**config.mk**
```make
export PLATFORM = sky130hd
export DESIGN_NAME = ysyx_24110006_lsu_flat
export DESIGN_NICKNAME = d
export VERILOG_FILES = /design/src/rtl/ysyx_24110006_lsu_pkg.sv /design/src/rtl/ysyx_24110006_lsu_if.sv /design/src/rtl/ysyx_24110006_lsu_align.sv /design/src/rtl/ysyx_24110006_lsu.sv /design/src/flat_wrapper.sv
export SDC_FILE = /design/constraint.sdc
export NUM_CORES = 1
export LEC_CHECK = 0
export ABC_AREA = 1
export BUFFER_PORTS_ARGS = -buffer_cell sky130_fd_sc_hd__buf_2
export CORE_UTILIZATION = 35
export DETAILED_ROUTE_END_ITERATION = 12
export PLACE_DENSITY_LB_ADDON = 0.25
export SLEW_MARGIN = 15
export SYNTH_ARGS = -nofsm -noshare
export SYNTH_HDL_FRONTEND = slang
export SYNTH_SLANG_ARGS = --single-unit
export TNS_END_PERCENT = 30
```
**constraint.sdc**
```tcl
create_clock -name i_clock -period 8.1 [get_ports i_clock]
set_input_delay 1.62 -clock i_clock [delete_from_list [all_inputs] [get_ports i_clock]]
set_output_delay 1.62 -clock i_clock [all_outputs]
set_load 0.02 [all_outputs]
```
**src/rtl/ysyx_24110006_lsu_pkg.sv**
```systemverilog
// Shared types and constants for the ysyx_24110006 load/store unit.
package ysyx_24110006_lsu_pkg;

  typedef enum logic [1:0] {
    IDLE = 2'd0,
    REQ  = 2'd1,
    RSP  = 2'd2,
    DONE = 2'd3
  } lsu_state_e;

  localparam logic [2:0] F3_LB  = 3'b000;
  localparam logic [2:0] F3_LH  = 3'b001;
  localparam logic [2:0] F3_LW  = 3'b010;
  localparam logic [2:0] F3_LBU = 3'b100;
  localparam logic [2:0] F3_LHU = 3'b101;

  localparam logic [1:0] SZ_BYTE = 2'd0;
  localparam logic [1:0] SZ_HALF = 2'd1;
  localparam logic [1:0] SZ_WORD = 2'd2;

  // Reserved funct3 codes (011, 11x) all land on the word size here.
  function automatic logic [1:0] load_size(input logic [2:0] f3);
    case (f3[1:0])
      2'b00:   load_size = SZ_BYTE;
      2'b01:   load_size = SZ_HALF;
      default: load_size = SZ_WORD;
    endcase
  endfunction

  function automatic logic [1:0] store_size(input logic [3:0] wmask);
    case (wmask)
      4'b1111: store_size = SZ_WORD;
      4'b0011: store_size = SZ_HALF;
      default: store_size = SZ_BYTE;
    endcase
  endfunction

endpackage

```
**src/rtl/ysyx_24110006_lsu_if.sv**
```systemverilog
// Data-bus request/response channel between the LSU (master) and memory (slave).
interface ysyx_24110006_lsu_if #(
  parameter int XLEN = 32,
  parameter int SZ_W = 2
);
  logic            o_req_valid;
  logic            i_req_ready;
  logic            o_req_wen;
  logic [XLEN-1:0] o_req_addr;
  logic [SZ_W-1:0] o_req_size;
  logic [XLEN-1:0] o_req_wdata;
  logic [3:0]      o_req_wstrb;
  logic            i_rsp_valid;
  logic [XLEN-1:0] i_rsp_rdata;
  logic            i_rsp_err;
  logic            o_rsp_ready;

  modport master (
    output o_req_valid, o_req_wen, o_req_addr, o_req_size, o_req_wdata, o_req_wstrb, o_rsp_ready,
    input  i_req_ready, i_rsp_valid, i_rsp_rdata, i_rsp_err
  );

  modport slave (
    input  o_req_valid, o_req_wen, o_req_addr, o_req_size, o_req_wdata, o_req_wstrb, o_rsp_ready,
    output i_req_ready, i_rsp_valid, i_rsp_rdata, i_rsp_err
  );
endinterface

```
**src/rtl/ysyx_24110006_lsu_align.sv**
```systemverilog
// Combinational store lane shift, load extract and misalign detect.
// Misalign detect is present only when YSYX_LSU_MISALIGN_CHECK_EN is defined.
module ysyx_24110006_lsu_align
  import ysyx_24110006_lsu_pkg::*;
#(
  parameter int XLEN = 32,
  parameter int SZ_W = 2
) (
  input  logic            i_wen,
  input  logic [2:0]      i_read_t,
  input  logic [3:0]      i_wmask,
  input  logic [1:0]      i_req_off,
  input  logic [XLEN-1:0] i_wdata,
  output logic [SZ_W-1:0] o_size,
  output logic [3:0]      o_wstrb,
  output logic [XLEN-1:0] o_wdata,
  output logic            o_misalign,
  input  logic [1:0]      i_ld_off,
  input  logic [2:0]      i_ld_read_t,
  input  logic [XLEN-1:0] i_rdata,
  output logic [XLEN-1:0] o_ldata
);

  logic [SZ_W-1:0] w_size;
  logic [XLEN-1:0] w_sh;

  assign w_size  = i_wen ? store_size(i_wmask) : load_size(i_read_t);
  assign o_size  = w_size;
  // Lanes shifted past byte 3 fall off the 4-bit strobe / 32-bit data.
  assign o_wstrb = i_wen ? (i_wmask << i_req_off) : 4'b0000;
  assign o_wdata = i_wdata << {i_req_off, 3'b000};

`ifdef YSYX_LSU_MISALIGN_CHECK_EN
  assign o_misalign = ((w_size == SZ_HALF) && (i_req_off == 2'd3)) ||
                      ((w_size == SZ_WORD) && (i_req_off != 2'd0));
`else
  assign o_misalign = 1'b0;
`endif

  assign w_sh = i_rdata >> {i_ld_off, 3'b000};

  always_comb begin
    o_ldata = w_sh;
    case (i_ld_read_t)
      F3_LB:   o_ldata = {{(XLEN-8){w_sh[7]}}, w_sh[7:0]};
      F3_LH:   o_ldata = {{(XLEN-16){w_sh[15]}}, w_sh[15:0]};
      F3_LBU:  o_ldata = {{(XLEN-8){1'b0}}, w_sh[7:0]};
      F3_LHU:  o_ldata = {{(XLEN-16){1'b0}}, w_sh[15:0]};
      F3_LW:   o_ldata = w_sh;
      default: o_ldata = w_sh;
    endcase
  end

endmodule

```
**src/rtl/ysyx_24110006_lsu.sv**
```systemverilog
// Load/store unit: one bus transaction per load/store, one-cycle passthrough otherwise.
// Optional misaligned-access trap enabled by YSYX_LSU_MISALIGN_CHECK_EN.
module ysyx_24110006_lsu
  import ysyx_24110006_lsu_pkg::*;
#(
  parameter int XLEN = 32,
  parameter int SZ_W = 2
) (
  input  logic                       i_clock,
  input  logic                       i_reset,
  input  logic                       i_valid,
  input  logic                       i_mem_ren,
  input  logic                       i_mem_wen,
  input  logic [2:0]                 i_mem_read_t,
  input  logic [3:0]                 i_mem_wmask,
  input  logic [XLEN-1:0]            i_mem_addr,
  input  logic [XLEN-1:0]            i_wdata,
  input  logic [XLEN-1:0]            i_result,
  ysyx_24110006_lsu_if.master        bus,
  output logic                       o_valid,
  output logic [XLEN-1:0]            o_wb_data,
  output logic                       o_err
);

  lsu_state_e      r_state;
  lsu_state_e      w_next;

  logic            r_wen;
  logic [XLEN-1:0] r_addr;
  logic [SZ_W-1:0] r_size;
  logic [XLEN-1:0] r_wdata;
  logic [3:0]      r_wstrb;
  logic [2:0]      r_read_t;
  logic [XLEN-1:0] r_wb_data;
  logic            r_err;

  logic            w_mem;
  logic            w_start;
  logic            w_misalign;
  logic            w_rsp_fire;
  logic [SZ_W-1:0] w_size;
  logic [3:0]      w_wstrb;
  logic [XLEN-1:0] w_wdata;
  logic [XLEN-1:0] w_ldata;

  assign w_mem      = i_mem_ren | i_mem_wen;
  assign w_start    = i_valid && (r_state == IDLE);
  assign w_rsp_fire = (r_state == RSP) && bus.i_rsp_valid;

  ysyx_24110006_lsu_align #(
    .XLEN (XLEN),
    .SZ_W (SZ_W)
  ) u_align (
    .i_wen       (i_mem_wen),
    .i_read_t    (i_mem_read_t),
    .i_wmask     (i_mem_wmask),
    .i_req_off   (i_mem_addr[1:0]),
    .i_wdata     (i_wdata),
    .o_size      (w_size),
    .o_wstrb     (w_wstrb),
    .o_wdata     (w_wdata),
    .o_misalign  (w_misalign),
    .i_ld_off    (r_addr[1:0]),
    .i_ld_read_t (r_read_t),
    .i_rdata     (bus.i_rsp_rdata),
    .o_ldata     (w_ldata)
  );

  always_ff @(posedge i_clock or posedge i_reset) begin
    if (i_reset) r_state <= IDLE;
    else         r_state <= w_next;
  end

  always_comb begin
    w_next = r_state;
    case (r_state)
      IDLE: if (i_valid) w_next = (w_mem && !w_misalign) ? REQ : DONE;
      REQ:  if (bus.i_req_ready) w_next = RSP;
      RSP:  if (bus.i_rsp_valid) w_next = DONE;
      DONE: w_next = IDLE;
      default: w_next = IDLE;
    endcase
  end

  // Request fields are only observed while o_req_valid is high, so they carry no reset.
  always_ff @(posedge i_clock) begin
    if (w_start && w_mem) begin
      r_wen    <= i_mem_wen;
      r_addr   <= i_mem_addr;
      r_size   <= w_size;
      r_wdata  <= w_wdata;
      r_wstrb  <= w_wstrb;
      r_read_t <= i_mem_read_t;
    end
  end

  always_ff @(posedge i_clock or posedge i_reset) begin
    if (i_reset) begin
      r_wb_data <= '0;
      r_err     <= 1'b0;
    end else if (w_start && !w_mem) begin
      r_wb_data <= i_result;
      r_err     <= 1'b0;
    end else if (w_start && w_misalign) begin
      r_wb_data <= '0;
      r_err     <= 1'b1;
    end else if (w_rsp_fire) begin
      r_wb_data <= (bus.i_rsp_err || r_wen) ? '0 : w_ldata;
      r_err     <= bus.i_rsp_err;
    end
  end

  assign bus.o_req_valid = (r_state == REQ);
  assign bus.o_req_wen   = r_wen;
  assign bus.o_req_addr  = r_addr;
  assign bus.o_req_size  = r_size;
  assign bus.o_req_wdata = r_wdata;
  assign bus.o_req_wstrb = r_wstrb;
  assign bus.o_rsp_ready = (r_state == RSP);

  assign o_valid   = (r_state == DONE);
  assign o_err     = (r_state == DONE) && r_err;
  assign o_wb_data = r_wb_data;

endmodule

```
**src/flat_wrapper.sv**
```systemverilog
// flat-port wrapper written by rule: the top's interface ports become plain ports
module ysyx_24110006_lsu_flat import ysyx_24110006_lsu_pkg::*;
#(
  parameter int XLEN = 32,
  parameter int SZ_W = 2
)
  (i_clock, i_reset, i_valid, i_mem_ren, i_mem_wen, i_mem_read_t, i_mem_wmask, i_mem_addr, i_wdata, i_result, o_valid, o_wb_data, o_err, bus_o_req_valid, bus_o_req_wen, bus_o_req_addr, bus_o_req_size, bus_o_req_wdata, bus_o_req_wstrb, bus_o_rsp_ready, bus_i_req_ready, bus_i_rsp_valid, bus_i_rsp_rdata, bus_i_rsp_err);
  ysyx_24110006_lsu_if #(.XLEN(XLEN), .SZ_W(SZ_W)) bus_i ();
  input  logic i_clock;
  input  logic i_reset;
  input  logic i_valid;
  input  logic i_mem_ren;
  input  logic i_mem_wen;
  input  logic [2:0] i_mem_read_t;
  input  logic [3:0] i_mem_wmask;
  input  logic [XLEN-1:0] i_mem_addr;
  input  logic [XLEN-1:0] i_wdata;
  input  logic [XLEN-1:0] i_result;
  output logic o_valid;
  output logic [XLEN-1:0] o_wb_data;
  output logic o_err;
  output wire logic [$bits(bus_i.o_req_valid)-1:0] bus_o_req_valid;
  output wire logic [$bits(bus_i.o_req_wen)-1:0] bus_o_req_wen;
  output wire logic [$bits(bus_i.o_req_addr)-1:0] bus_o_req_addr;
  output wire logic [$bits(bus_i.o_req_size)-1:0] bus_o_req_size;
  output wire logic [$bits(bus_i.o_req_wdata)-1:0] bus_o_req_wdata;
  output wire logic [$bits(bus_i.o_req_wstrb)-1:0] bus_o_req_wstrb;
  output wire logic [$bits(bus_i.o_rsp_ready)-1:0] bus_o_rsp_ready;
  input wire logic [$bits(bus_i.i_req_ready)-1:0] bus_i_req_ready;
  input wire logic [$bits(bus_i.i_rsp_valid)-1:0] bus_i_rsp_valid;
  input wire logic [$bits(bus_i.i_rsp_rdata)-1:0] bus_i_rsp_rdata;
  input wire logic [$bits(bus_i.i_rsp_err)-1:0] bus_i_rsp_err;
  assign bus_o_req_valid = bus_i.o_req_valid;
  assign bus_o_req_wen = bus_i.o_req_wen;
  assign bus_o_req_addr = bus_i.o_req_addr;
  assign bus_o_req_size = bus_i.o_req_size;
  assign bus_o_req_wdata = bus_i.o_req_wdata;
  assign bus_o_req_wstrb = bus_i.o_req_wstrb;
  assign bus_o_rsp_ready = bus_i.o_rsp_ready;
  assign bus_i.i_req_ready = bus_i_req_ready;
  assign bus_i.i_rsp_valid = bus_i_rsp_valid;
  assign bus_i.i_rsp_rdata = bus_i_rsp_rdata;
  assign bus_i.i_rsp_err = bus_i_rsp_err;
  ysyx_24110006_lsu #(.XLEN(XLEN), .SZ_W(SZ_W)) u_core (.i_clock(i_clock), .i_reset(i_reset), .i_valid(i_valid), .i_mem_ren(i_mem_ren), .i_mem_wen(i_mem_wen), .i_mem_read_t(i_mem_read_t), .i_mem_wmask(i_mem_wmask), .i_mem_addr(i_mem_addr), .i_wdata(i_wdata), .i_result(i_result), .bus(bus_i), .o_valid(o_valid), .o_wb_data(o_wb_data), .o_err(o_err));
endmodule
```
After elaboration in Yosys (flattened, before gate mapping)
Index checks and enable logic that the tools add are counted.
W data, S select, Z words.

cells by class
  shift-type cells = 3
  multiplexer cells = 14
  bitwise operators = 1
  equal/unequal tests = 12
  reduce and logical (&&, ||, !) cells = 12

operators by type and width
  operator              count
  $pmux W32 S4          1
  $mux W32              3
  $shl A32 B5 Y32       1
  $shr A32 B5 Y32       1
  $mux W2               5
  $pmux W2 S2           2
  $pmux W2 S4           1
  $eq A3 B3 Y1 const B  2
  $logic_and A1 B1 Y1   5
  $eq A2 B1 Y1 const B  2
  $eq A2 B2 Y1 const B  2
  $eq A4 B2 Y1 const B  1
  $eq A4 B4 Y1 const B  1
  $logic_not A2 Y1      2
  $ne A2 B1 Y1 const B  2
  $shl A4 B2 Y4         1
  $eq A3 B1 Y1 const B  1
  $logic_not A3 Y1      1
  $reduce_and A3 Y1     1
  $mux W1               2
  $ne A2 B2 Y1 const B  1
  $reduce_bool A2 Y1    1
  $logic_not A1 Y1      1
  $logic_or A1 B1 Y1    1
  $or A1 B1 Y1          1

word-level totals
  register bits = 109
  output and inout bits = 107

Depth between registers and ports, before layout
Gate-level depths: netlist (run 1).

  word-level depth = 5
  mapped depth = 10
  depth with buffers taken out = 9

Cells and area by module
A second synthesis (run 1) with hierarchy kept.

unflattened totals
  cells, all modules = 730
  area total of the unflattened synthesis = 6024.5 um2

modules (own cells, without submodules)
  module                   area each (um2)  cells each  times used  sequential area each (um2)
  ysyx_24110006_lsu        4578.1           431         1           3098.0
  ysyx_24110006_lsu_align  1446.4           299         1           0.0

Worst setup path before layout (run 1)
OpenSTA, ideal clock, no wires.

  path type = input to register
  start = in i_mem_ren
  end = reg u_core.r_addr[0], in the netlist u_core.bus.o_req_addr[0] (enable)
  slack = 2.810 ns
  stages on the path = 2
  setup time = 0.509 ns
  arrival = 4.781 ns
  cells stage by stage = nor2_2 > nor2_1

between the ends
  word-level cells in the longest chain between the ends = 2

RTL lines
  element               line                     RTL
  from (decl)           flat_wrapper.sv:12       input logic i_mem_ren;
  $or A1 B1 Y1          ysyx_24110006_lsu.sv:46  assign w_mem = i_mem_ren | i_mem_wen;
  $logic_and A1 B1 Y1   ysyx_24110006_lsu.sv:87  if (w_start && w_mem) begin
  to (signal assigned)  ysyx_24110006_lsu.sv:89  r_addr <= i_mem_addr;
  to (decl)             ysyx_24110006_lsu.sv:29  logic [XLEN-1:0] r_addr;

No other way between the ends.
A chain may end at the register's enable or synchronous reset.

Final worst setup path (run 1)
  start = reg u_core.r_addr[0], in the netlist u_core.bus.o_req_addr[0]
  end = out bus_o_req_addr[0]

RTL lines
  element    line                RTL
  to (decl)  flat_wrapper.sv:24  output wire logic [$bits(bus_i.o_req_addr)-1:0] bus_o_req_addr;

No word-level cell between the ends.

==> summary.md, run 1 <==
| Metric | Value |
|---|---|
| Clk_lat worst skew | 0.34 ns |
| Synth Instances | 612 |
| Slowest stage cell on the critical path | edfxtp_1 |
| Syn_nets | 760 |
| Top_reg_cell synth | edfxtp_1 |
| Die width | 126.9 µm |
| Final min period | 3.242 ns |
| ANT nets after route | 0 |
| Avg Cell Area, Syn | 8.922 µm² |
| Final Cycle Share | 0.4002 |
| DRC viols | 0 |
| Worst-Margin Slew | 0.9285 ns |
| CP startpoint kind | flip-flop |
| Seq cells post-synth | 109 |
| CTS tree | built |
| Final Hold Viols | 0 |
| Lkg Pwr | 3.529 nW |
| Outcome | finished clean |
| Share of layout cells above drive strength 1 | 0.3605 |
| Initial core utilization | 0.3592 |
| WL final | 15.19 mm |
| Critical Path Stages | 1 |
| Hold path start | u_core.o_wb_data[3] |
| WP buf/inv | 1 |
| R2r setup slk | 5.52 ns |
| Synth cell types | 34 |
| Rows | 45 |
| Hold Crit Class | flip-flop to flip-flop |
| Worst r2r src | u_core.bus.o_req_addr[0] |
| Crit path max-delay family | flip-flops |
| Filler instances | 1540 |
| Final net count | 989 |
| Area growth syn-to-layout | 29.93% |
| Die Y | 126.9 µm |
| CTS sink count | 109 |
| First-pass GRT wire length | 23.49 mm |
| RSZ-0062 raised after global routing | false |
| Slew Limit Fails | 0 |
| Pre-antenna DRT Iters | 5 |
| Crit path cell chain | buf_2 |
| Synthesized area | 0.005460 mm² |
| Root buf cell | clkbuf_16 |
| Worst setup endpoint | bus_o_req_addr[0] |
| CTS max path bufs | 2 |
| H-tree levels | 3 |
| Place WS | 4.761 ns |
| Dpl hpwl | 11.37 mm |
| CP endpoint kind | output pin |
| WHS | 0.4931 ns |
| Crit path launch | u_core.bus.o_req_addr[0] |
| Yosys warns | 0 |
| WL per Instance | 14.68 µm |
| Initial antenna violation count | 2 |
| Die footprint | 0.01610 mm² |
| Relative slew slack | 0.3810 |
| TritonCTS buffer count | 9 |
| Vias per inst | 4.788 |
| Grt ovf | 0 |
| Starting DRT DRC Count | 258 |
| Arr. time, crit path | 1.62 ns |
| Hold path depth | 2 |
| Vias in the first global route | 4755 |
| # Max-Cap Violations | 0 |
| Reg-to-Reg End | u_core.o_wb_data[27] |
| Max VDD drop | 119.5 µV |
| Crit Path Category | flip-flop to output pin |
| Core footprint | 0.01520 mm² |
| Clock slew at reported path FFs | 0.07 ns |
| Post-synth ARST share | 0.3211 |
| Via count | 4956 |
| Crit-path max FO | 26 |
| Post CTS Setup Buffer Count | 0 |
| IO buf count | 249 |
| Ports | 250 |
| Setup TNS | 0 ns |
| Slowest stage delay, CP | 0.96 ns |
| Post-CTS sizing | 0 |
| Fmax achieved | 308.5 MHz |
| Setup ws final | 4.858 ns |
| Pwr dens | 270.4 mW/mm² |
| Post-synth EDFFs | 74 |
| Worst Path Required | 6.48 ns |
| R2r worst-path depth | 7 |
| Final Setup Violations | 0 |
| Pin count of the biggest net entering global routing | 75 |
| Fin util | 0.4667 |
| Post-synthesis sequential area ratio | 0.5674 |
| Worst Skew | 0.01058 ns |
| Hold_buf cts | 0 |
| Routability cong. | 0.8487 |
| GRT Total Usage | 0.1897 |
## worst min-delay path by stage
stage | endpoint | slack (ns)
2_1_floorplan | u_core.r_err | 0.57
3_3_place_gp | u_core.o_wb_data[9] | 0.47
3_5_place_dp | u_core.o_wb_data[3] | 0.48
4_1_cts | u_core.o_wb_data[3] | 0.50
5_1_grt | u_core.o_wb_data[2] | 0.51
6_report | u_core.o_wb_data[3] | 0.49
## layout by cell type (no fill, tap or decap)
master / n
diode_2: 1
o21ai_0: 24
nor2_1: 28
edfxtp_1: 74
o41ai_1: 1
nor2_2: 1
clkinvlp_4: 1
nand2_2: 21
buf_2: 249
nor3_1: 5
inv_2: 5
mux2_2: 1
clkinv_4: 1
nand3_1: 63
mux2i_1: 4
inv_1: 43
o22ai_1: 2
buf_4: 3
ha_1: 5
dfrtp_1: 35
nand3_2: 2
nor2_4: 2
clkbuf_16: 9
nor2b_2: 1
inv_6: 1
clkinv_1: 1
o31ai_1: 5
nand3_4: 2
bufinv_16: 1
nand2_1: 202
o21ai_1: 1
a22oi_1: 3
inv_8: 3
or2_1: 1
nand4_1: 1
nand2_4: 1
a21oi_1: 43
clkinv_2: 1
## synth_stat cells (all sizes together) (4+ instances only)
cell type	number	area, µm²
nand2	224	900.9
nand3	67	370.4
mux2i	4	40.04
o21ai	25	125.1
nor3	5	25.02
a21oi	43	215.2
inv	49	191.4
buf	22	145.1
ha	5	62.56
clkbuf	12	45.04
dfrtp	35	875.8
edfxtp	74	2222
o31ai	5	37.54
nor2	31	126.4
## cell type report
class | count | area, µm² | share of cell area
multi-input combinational | 419 | 1987 | 0.2801
tap | 188 | 235.2 | 0.03316
clock buffer | 9 | 225.2 | 0.03175
timing repair buffer | 252 | 1269 | 0.1788
sequential | 109 | 3098 | 0.4367
inverter | 50 | 195.2 | 0.02751
clock inverter | 7 | 82.58 | 0.01164
antenna | 1 | 2.502 | 0.0003527
## per-layer routing
metal / share of wire / vias to the layer above / GRT usage
li1: - / 2468 / -
met5: 0 / - / 0
met3: 0.10 / 13 / 0.08056
met4: 0.014 / 0 / 0.04972
met2: 0.48 / 194 / 0.3203
met1: 0.40 / 2281 / 0.2213
## state kept, by name (all words and copies together) (netlist names)
register                flops
u_core.r_state              2
u_core.r_read_t             3
u_core.r_err                1
u_core.bus.o_req_addr      32
u_core.bus.o_req_wdata     32
u_core.o_wb_data           32
u_core.bus.o_req_size       2
u_core.bus.o_req_wen        1
u_core.bus.o_req_wstrb      4
## metrics by stage
step | instance area (µm²) | power (mW) | instances
floorplan | 5460 | 1.271 | 612
global placement | 6784 | 1.478 | 1018
detailed placement | 6784 | 1.485 | 1018
CTS | 7092 | 1.945 | 1034
global route | 7092 | 2.040 | 1034
finish | 7094 | 1.919 | 1035
## where the power goes
part	switching (mW)	internal, mW	leakage (nW)
Sequential	0.0653	0.746	1.15
Clock	0.209	0.246	0.150
Combinational	0.436	0.216	2.23
## cell families after synthesis
logic type / count (synthesis) / synth area share
AO/OA/AOI/OAI: 79 / 0.07722
buffers and inverters: 84 / 0.07058
multiplexers: 5 / 0.009395
adder cells (fa/ha/maj): 5 / 0.01146
AND/OR/NAND/NOR: 330 / 0.2640
flip-flops: 109 / 0.5674
No activity file was read; power rests on OpenSTA's default activity.
==> run 2, diff against run 1 <==
clock period = 2.75 ns   (was 8.1 ns; I/O delays follow)
==> run 2 against run 1 <==
  * Wire length up 3.1%
  * Clock skew fell by 0.0028 ns
  * Clock power increased to 3.0 times the previous value
  * Largest cell class unchanged
  * Sequential share of layout area fell by 0.38 points
  * Flip-flop and latch count is the same
  * Total power rose to 3.0 times the previous value
  * Non-clock buffer count up 7
  * Hold slack worse by 0.20 ns
==> summary.md, run 2 (synthesis gave the netlist of run 1 again) <==
| Metric | Value |
|---|---|
| Final net count | 996 (was 989) |
| Hold Crit Class | input pin to async pin (was flip-flop to flip-flop) |
| Fin util | 0.4708 (was 0.4667) |
| First-pass GRT wire length | 24.05 mm (was 23.49 mm) |
| Highest metal used | met5 (was met4) |
| Crit-path max FO | 5 (was 26) |
| Final Hold Viols | 0 (unchanged) |
| Pwr dens | 798.4 mW/mm² (was 270.4 mW/mm²) |
| Via count | 4975 (was 4956) |
| Final Setup Violations | 0 (unchanged) |
| Worst-Margin Slew | 0.5440 ns (was 0.9285 ns) |
| Worst Path Required | 2.20 ns (was 6.48 ns) |
| Most frequent cells in the layout | 249 x buf_2, 202 x nand2_1, 74 x edfxtp_1 (unchanged) |
| TritonCTS buffer count | 9 (unchanged) |
| ANT nets after route | 0 (unchanged) |
| Post-route insts no fill | 1041 (was 1035) |
| Die footprint | 0.01610 mm² (unchanged) |
| Core footprint | 0.01520 mm² (unchanged) |
| Share of layout cells above drive strength 1 | 0.3658 (was 0.3605) |
| Arr. time, crit path | 1.34 ns (was 1.62 ns) |
| Pin count of the biggest net entering global routing | 75 (unchanged) |
| WL final | 15.66 mm (was 15.19 mm) |
| Post-route cell area | 0.007157 mm² (was 0.007094 mm²) |
| Initial core utilization | 0.3592 (unchanged) |
| Placed Instances | 1025 (was 1018) |
| Filler instances | 1537 (was 1540) |
| Slew Limit Fails | 0 (unchanged) |
| CP endpoint kind | output pin (unchanged) |
| Routability cong. | 0.8120 (was 0.8487) |
| Vias per inst | 4.779 (was 4.788) |
| Setup TNS | 0 ns (unchanged) |
| Die Y | 126.9 µm (unchanged) |
| Initial antenna violation count | 2 (unchanged) |
| Root buf cell | clkbuf_16 (unchanged) |
| CTS sink count | 109 (unchanged) |
| Clock slew at reported path FFs | 0.08 ns (was 0.07 ns) |
| Post CTS Setup Buffer Count | 0 (unchanged) |
| Ports | 250 (unchanged) |
| Fmax achieved | 528.3 MHz |
| Rows | 45 (unchanged) |
| Outcome | finished clean (unchanged) |
| CP startpoint kind | flip-flop (unchanged) |
| Die width | 126.9 µm (unchanged) |
| Register area | 0.003098 mm² (unchanged) |
| Routed length on met3 | 1.662 mm (was 1.543 mm) |
| Place WS | 0.8714 ns (was 4.761 ns) |
| GRT Total Usage | 0.1967 (was 0.1897) |
| Area occupied by multi-input gates | 0.001987 mm² (unchanged) |
| Starting DRT DRC Count | 367 (was 258) |
| CTS max path bufs | 2 (unchanged) |
| Dpl hpwl | 11.78 mm (was 11.37 mm) |
| Max VDD drop | 322.7 µV (was 119.5 µV) |
| Pre-antenna DRT Iters | 5 (unchanged) |
| RSZ-0062 raised after global routing | false (unchanged) |
| WHS | 0.2890 ns (was 0.4931 ns) |
| Commonest non-fill, non-tap cell in the layout | buf_2 (unchanged) |
| Final Cycle Share | 0.6883 |
| Worst Skew | 0.007811 ns (was 0.01058 ns) |
| Clk_lat worst skew | 0.35 ns (was 0.34 ns) |
| Grt ovf | 0 (unchanged) |
| Diodes inserted | 0 (was 1) |
| DRC viols | 0 (unchanged) |
| H-tree levels | 3 (unchanged) |
| Wire length on met1 | 6.143 mm (was 6.133 mm) |
| Setup ws final | 0.8571 ns (was 4.858 ns) |
| Hold_buf cts | 0 (unchanged) |
| Lkg Pwr | 3.566 nW (was 3.529 nW) |
| Total power | 5.714 mW (was 1.919 mW) |
| Post-CTS sizing | 0 (unchanged) |
| Relative slew slack | 0.6368 (was 0.3810) |
| Area growth syn-to-layout | 31.07% (was 29.93%) |
| # Max-Cap Violations | 0 (unchanged) |
| Crit Path Category | flip-flop to output pin (unchanged) |
| Vias in the first global route | 4659 (was 4755) |
| Met2 WL | 7.528 mm (was 7.306 mm) |
| CTS tree | built (unchanged) |
| Dpl cell area | 0.006849 mm² (was 0.006784 mm²) |
| IO buf count | 249 (unchanged) |
| Final min period | 1.893 ns |
| WL per Instance | 15.04 µm (was 14.68 µm) |
-- run 2: changes by cell type in the layout (fill, tap and decap cells not counted), sizes merged --
cell    change
inv         -1
clkinv      +1
diode       -1
buf         +7
-- run 2: routing by layer --
layer,vias to the layer above,global-route usage
met3,23,0.07803
met1,2257,0.2236
met4,4,0.07563
li1,2488,-
met5,-,0
met2,203,0.3319
-- run 2: worst max-delay path: stages, from the launching register on --
cell	delay [ns]
dfrtp_1	0.41
inv_1	0.13
ha_1	0.25
buf_2	0.20
-- run 2: final cells by class --
type	count	area share
sequential	109	0.4329
clock inverter	7	0.01154
multi-input combinational	419	0.2776
tap	188	0.03287
inverter	50	0.02727
clock buffer	9	0.03147
timing repair buffer	259	0.1864
-- run 2: final timing paths --
| path | from | end | slack (ns) | depth (start not counted) |
|---|---|---|---|---|
| max | u_core.r_state[0] | bus_o_rsp_ready | 0.86 | 3 |
| min | i_reset | u_core.o_wb_data[19] | 0.29 | 3 |
| max reg2reg | u_core.r_state[0] | u_core.o_wb_data[4] | 0.91 | 8 |
| min reg2reg | u_core.o_wb_data[1] | u_core.o_wb_data[1] | 0.49 | 2 |
| max in group asynchronous | i_reset | u_core.o_wb_data[13] | 2.12 | 3 |
| min in group i_clock | i_mem_addr[17] | u_core.bus.o_req_addr[17] | 0.37 | 1 |
-- run 2: report_power, final --
part	switching (mW)	leakage, nW	internal [mW]
combinational	1.34	2.27	0.659
clock	0.640	0.149	0.722
sequential	0.163	1.15	2.19
